--- src/rtl/key_entry_collector.sv ---
// Collects debounced strobe presses into a KEY_WIDTH-bit code (MSB first) and
// presents the completed code on InputKey with ValidCmd held for HOLD_CYCLES.
module key_entry_collector #(
  parameter int unsigned KEY_WIDTH       = 5,
  parameter int unsigned DEBOUNCE_CYCLES = 4,
  parameter int unsigned HOLD_CYCLES     = 5,
  parameter int unsigned TIMEOUT_CYCLES  = 64
) (
  input  logic                               Clk,
  input  logic                               Reset,
  input  logic                               KeyBit,
  input  logic                               StrobeBtn,
  input  logic                               ClearBtn,
  output logic [KEY_WIDTH-1:0]               InputKey,
  output logic                               ValidCmd,
  output logic [$clog2(KEY_WIDTH+1)-1:0]     BitCount,
  output logic                               Busy
);

  localparam int unsigned CNT_W  = $clog2(KEY_WIDTH + 1);
  localparam int unsigned DB_W   = $clog2(DEBOUNCE_CYCLES + 1);
  localparam int unsigned IDLE_W = $clog2(TIMEOUT_CYCLES);
  localparam int unsigned HOLD_W = $clog2(HOLD_CYCLES + 1);
  localparam int unsigned SR_W   = KEY_WIDTH - 1;

  typedef enum logic [1:0] {
    IDLE    = 2'd0,
    COLLECT = 2'd1,
    PRESENT = 2'd2
  } state_t;

  // Synchronizer chains; index 1 is the synchronized value.
  logic [1:0] key_s;
  logic [1:0] strobe_s;
  logic [1:0] clear_s;

  // Debounce state.
  logic [DB_W-1:0] db_cnt;
  logic            db_level;
  logic            db_level_q;
  logic            press;

  // FSM state and datapath registers.
  state_t            state, state_n;
  logic [SR_W-1:0]   shreg, shreg_n;
  logic [IDLE_W-1:0] idle_cnt, idle_n;
  logic [HOLD_W-1:0] hold_cnt, hold_n;
  logic [KEY_WIDTH-1:0] key_n;
  logic              valid_n;
  logic [CNT_W-1:0]  count_n;

  // Partial bits with the current synchronized key bit appended.
  logic [KEY_WIDTH-1:0] shifted_c;
  assign shifted_c = {shreg, key_s[1]};

  // Two-flop synchronizers for all asynchronous button/switch inputs.
  always_ff @(posedge Clk) begin
    if (Reset) begin
      key_s    <= '0;
      strobe_s <= '0;
      clear_s  <= '0;
    end else begin
      key_s    <= {key_s[0], KeyBit};
      strobe_s <= {strobe_s[0], StrobeBtn};
      clear_s  <= {clear_s[0], ClearBtn};
    end
  end

  // Debouncer: level follows the strobe after DEBOUNCE_CYCLES stable cycles;
  // press is a registered one-cycle pulse on the debounced rising edge.
  always_ff @(posedge Clk) begin
    if (Reset) begin
      db_cnt     <= '0;
      db_level   <= 1'b0;
      db_level_q <= 1'b0;
      press      <= 1'b0;
    end else begin
      db_level_q <= db_level;
      press      <= db_level & ~db_level_q;
      if (strobe_s[1] != db_level) begin
        if (db_cnt == DB_W'(DEBOUNCE_CYCLES - 1)) begin
          db_level <= strobe_s[1];
          db_cnt   <= '0;
        end else begin
          db_cnt <= db_cnt + DB_W'(1);
        end
      end else begin
        db_cnt <= '0;
      end
    end
  end

  // Next-state and next-output logic for the entry FSM.
  always_comb begin
    state_n = state;
    shreg_n = shreg;
    idle_n  = idle_cnt;
    hold_n  = hold_cnt;
    key_n   = InputKey;
    valid_n = ValidCmd;
    count_n = BitCount;

    if (clear_s[1]) begin
      state_n = IDLE;
      shreg_n = '0;
      idle_n  = '0;
      hold_n  = '0;
      key_n   = '0;
      valid_n = 1'b0;
      count_n = '0;
    end else begin
      case (state)
        IDLE: begin
          if (press) begin
            state_n = COLLECT;
            shreg_n = SR_W'(key_s[1]);
            idle_n  = '0;
            count_n = CNT_W'(1);
          end
        end
        COLLECT: begin
          if (press) begin
            idle_n = '0;
            if (BitCount == CNT_W'(KEY_WIDTH - 1)) begin
              state_n = PRESENT;
              key_n   = shifted_c;
              valid_n = 1'b1;
              shreg_n = '0;
              hold_n  = '0;
              count_n = '0;
            end else begin
              shreg_n = shifted_c[SR_W-1:0];
              count_n = BitCount + CNT_W'(1);
            end
          end else if (idle_cnt == IDLE_W'(TIMEOUT_CYCLES - 1)) begin
            state_n = IDLE;
            shreg_n = '0;
            idle_n  = '0;
            count_n = '0;
          end else begin
            idle_n = idle_cnt + IDLE_W'(1);
          end
        end
        PRESENT: begin
          if (hold_cnt == HOLD_W'(HOLD_CYCLES - 1)) begin
            state_n = IDLE;
            valid_n = 1'b0;
            hold_n  = '0;
          end else begin
            hold_n = hold_cnt + HOLD_W'(1);
          end
        end
        default: begin
          state_n = IDLE;
        end
      endcase
    end
  end

  // State and registered outputs.
  always_ff @(posedge Clk) begin
    if (Reset) begin
      state    <= IDLE;
      shreg    <= '0;
      idle_cnt <= '0;
      hold_cnt <= '0;
      InputKey <= '0;
      ValidCmd <= 1'b0;
      BitCount <= '0;
      Busy     <= 1'b0;
    end else begin
      state    <= state_n;
      shreg    <= shreg_n;
      idle_cnt <= idle_n;
      hold_cnt <= hold_n;
      InputKey <= key_n;
      ValidCmd <= valid_n;
      BitCount <= count_n;
      Busy     <= (state_n != IDLE);
    end
  end

endmodule

--- config.mk ---
export PLATFORM = sky130hd
export DESIGN_NAME = key_entry_collector
export DESIGN_NICKNAME = d
export VERILOG_FILES = /design/src/rtl/key_entry_collector.sv
export SDC_FILE = /design/constraint.sdc
export NUM_CORES = 1
export LEC_CHECK = 0
export BUFFER_PORTS_ARGS = -buffer_cell sky130_fd_sc_hd__buf_2
export CORE_ASPECT_RATIO = 1.4
export CORE_MARGIN = 2
export CORE_UTILIZATION = 43
export DETAILED_ROUTE_END_ITERATION = 6
export PLACE_DENSITY = 0.69
export SLEW_MARGIN = 20
export SYNTH_ARGS = -nofsm -noshare
export SYNTH_HDL_FRONTEND = slang
export SYNTH_SLANG_ARGS = --single-unit
--- constraint.sdc ---
create_clock -name Clk -period 2.95 [get_ports Clk]
set_clock_uncertainty 0.05 [all_clocks]
set_input_delay 0.295 -clock Clk [delete_from_list [all_inputs] [get_ports Clk]]
set_output_delay 0.295 -clock Clk [all_outputs]
set_load 0.03 [all_outputs]
==> impl_metrics.yaml <==
yosys:
  synthTopCellsByArea: "dfxtp_1 47%, ha_1 5.6%, a21oi_1 5.4%"
  yosys.area.top_type: "dfxtp_1"
  synthesis.nets: 180
  synth_top_area_share_pct: 47.2
  synth_edf_count: 0
  netlist_top_cells_count: "37 x dfxtp_1, 17 x a21oi_1, 15 x o21ai_0, 9 x nand3_1, 9 x nor2b_1"
  ys.warnings.count: 0
  yosysSeqAreaShare_pct: 47.2
  synth_most_common_cell: "dfxtp_1"
  netlist_instances: 168
  netlist_area_um2: 1570
  yosysUniqueCellTypes: 39
  synth-seq-cells: 37
  ys_async_sr_fraction_pct: 0
  ys.flop_type: "dfxtp_1"
  synth.avg_cell_area_um2: 9.33
drt:
  drc: 0
  ant_nets: 0
  wl_per_cell_um: 13.4
  vias: 1260
  drtIter0Drc: 24
  firstDrtPassIters: 4
  drt_wl_total_mm: 3.00
  viasPerCell: 5.63
die:
  dieWidth_um: 55.0
  start_util_pct: 43.8
  coreArea_um2: 3580
  die_h_um: 75.4
  io_pins: 15
  rows: 26
  dieArea_um2: 4150
cts:
  cts-buffers-inserted: 5
  holdBufCountCts: 0
  root_buffer: "clkbuf_8"
  insertion_delay_ns: 0.29
  clk_pin_slew_ns: 0.07
  h-tree-depth: 2
  clockBufferDepth: 2
  cts_tree: "done"
  cts_resized: 0
  post_cts_buffers: 0
  clock-sinks: 37
setup_path:
  cp.arrival_ns: 1.80
  cp_top_family: "flip-flops"
  path_max_fanout: 14
  cpMaxStageDelayCell: "dfxtp_1"
  end_kind: "flip-flop"
  crit_buf_inv: 0
  path_cells: "o21bai_1 > or4_1 > a21oi_1"
  critPathMaxStageDelay_ns: 0.61
  critPathKind: "reg -> reg"
  startpoint_type: "flip-flop"
  required_ns: 3.12
cells_and_area:
  drive_gt1_share_pct: 13.7
  antenna_cells: 0
  area_delta_synth_final_pct: 10.9
  nets: 193
  utilization_pct: 48.6
  fillers: 378
timing:
  hold_viol: 0
  relSlewSlack_pct: 69.1
  fmax_mhz: 613
  tightest_slew_ns: 0.463
  post-route-period-util_pct: 55.3
  timing.setup.tns_ns: 0
  finalCriticalPeriod_ns: 1.63
  final-max-slew-violation-count: 0
  setup_viol: 0
  rsz0062_at_grt: "no"
  timing.final.ws_setup_ns: 1.32
global_route:
  grt_overflow: 0
  grt_max_degree: 18
  grt_first_pass_wirelength_mm: 4.84
  grt_usage_pct: 16.6
  first_global_vias: 1178
  antenna_found_initial: 0
placed_design:
  gp_congestion: 0.866
  pre_cts_ws_ns: 1.32
  dp.final_hpwl_mm: 2.11
  port_buffers: 14
power_and_ir_drop:
  power.leakage_uw: 0.000656
  ir_drop_v: 0.000301
  power_density_nw_per_um2: 513
min_path:
  hold_path_class: "in -> reg"
job:
  drv_cap: 0
status:
  status: "finished clean"
power by group:
| part | leakage [µW] | switching [µW] | total, µW | internal [µW] |
|---|---|---|---|---|
| clock | 0.0000512 | 177 | 366 | 189 |
| combinational | 0.000306 | 13.3 | 20.1 | 6.82 |
| sequential | 0.000299 | 1.72 | 505 | 503 |
| total | 0.000656 | 192 | 892 | 699 |
sequential cells by signal (all words and copies together) (netlist names), 2 cells and up:
register and cells:
shreg 4, BitCount 3, hold_cnt 3, key_s 2, strobe_s 2, InputKey 5, db_cnt 3, clear_s 2
state 2, idle_cnt 6
through the flow:
step	area [µm²]	hold WS, ns	power [µW]	cells
CTS	1740	0.155	903	224
finish	1740	0.161	892	224
global route	1740	0.185	928	224
global placement	1640	0.327	535	216
detailed placement	1640	0.333	537	216
floorplan	1570	0.317	530	168
per-layer routing:
metal	up-vias	wire [µm]	part of all wire (%)	global-route usage (%)
li1	636	-	-	-
met1	599	1320	44	16.4
met2	20	1500	50	28.6
met3	5	111	3.7	6.08
met4	0	72	2.4	10.3
met5	-	0	0	0
final cells by class:
cell class / count / area [µm²] / area share (%)
clock buffer: 6 / 82.6 / 4.75
clock inverter: 2 / 13.8 / 0.791
inverter: 6 / 22.5 / 1.29
multi-input combinational: 117 / 757 / 43.5
sequential: 37 / 741 / 42.6
tap: 42 / 52.6 / 3.02
timing repair buffer: 14 / 70.1 / 4.03
logic make-up after synthesis:
group / count (synthesis) / share of synthesized area [%]
simple gates: 57 / 21.2
compound gates: 50 / 19.7
flops: 37 / 47.2
buf+inv: 14 / 4.47
fa+ha+maj: 7 / 5.59
mux: 2 / 1.28
xor+xnor: 1 / 0.559
cell usage in the layout (no fill, tap or decap), types with 2 or more instances in the layout:
cell / count
nor2b_1: 9
ha_1: 7
nand2b_1: 3
a21oi_1: 17
or4_1: 2
a311oi_1: 2
o31ai_1: 3
nand4_1: 3
dfxtp_1: 37
nand3_1: 9
o211ai_1: 3
mux2i_1: 2
nor3_1: 4
o21ai_0: 15
inv_1: 6
or3_1: 5
clkbuf_8: 6
nand2_1: 8
a32o_1: 3
nor2_1: 6
buf_2: 14
final timing paths:
check                  start           to  slack (ns)  cells past startpoint
hold / removal      ClearBtn   clear_s[0]        0.16                      2
setup reg to reg       press  idle_cnt[5]        1.32                      3
hold reg to reg   db_level_q        press        0.34                      1
setup / recovery       press  idle_cnt[5]        1.32                      3
(Power assumes the default switching activity.)
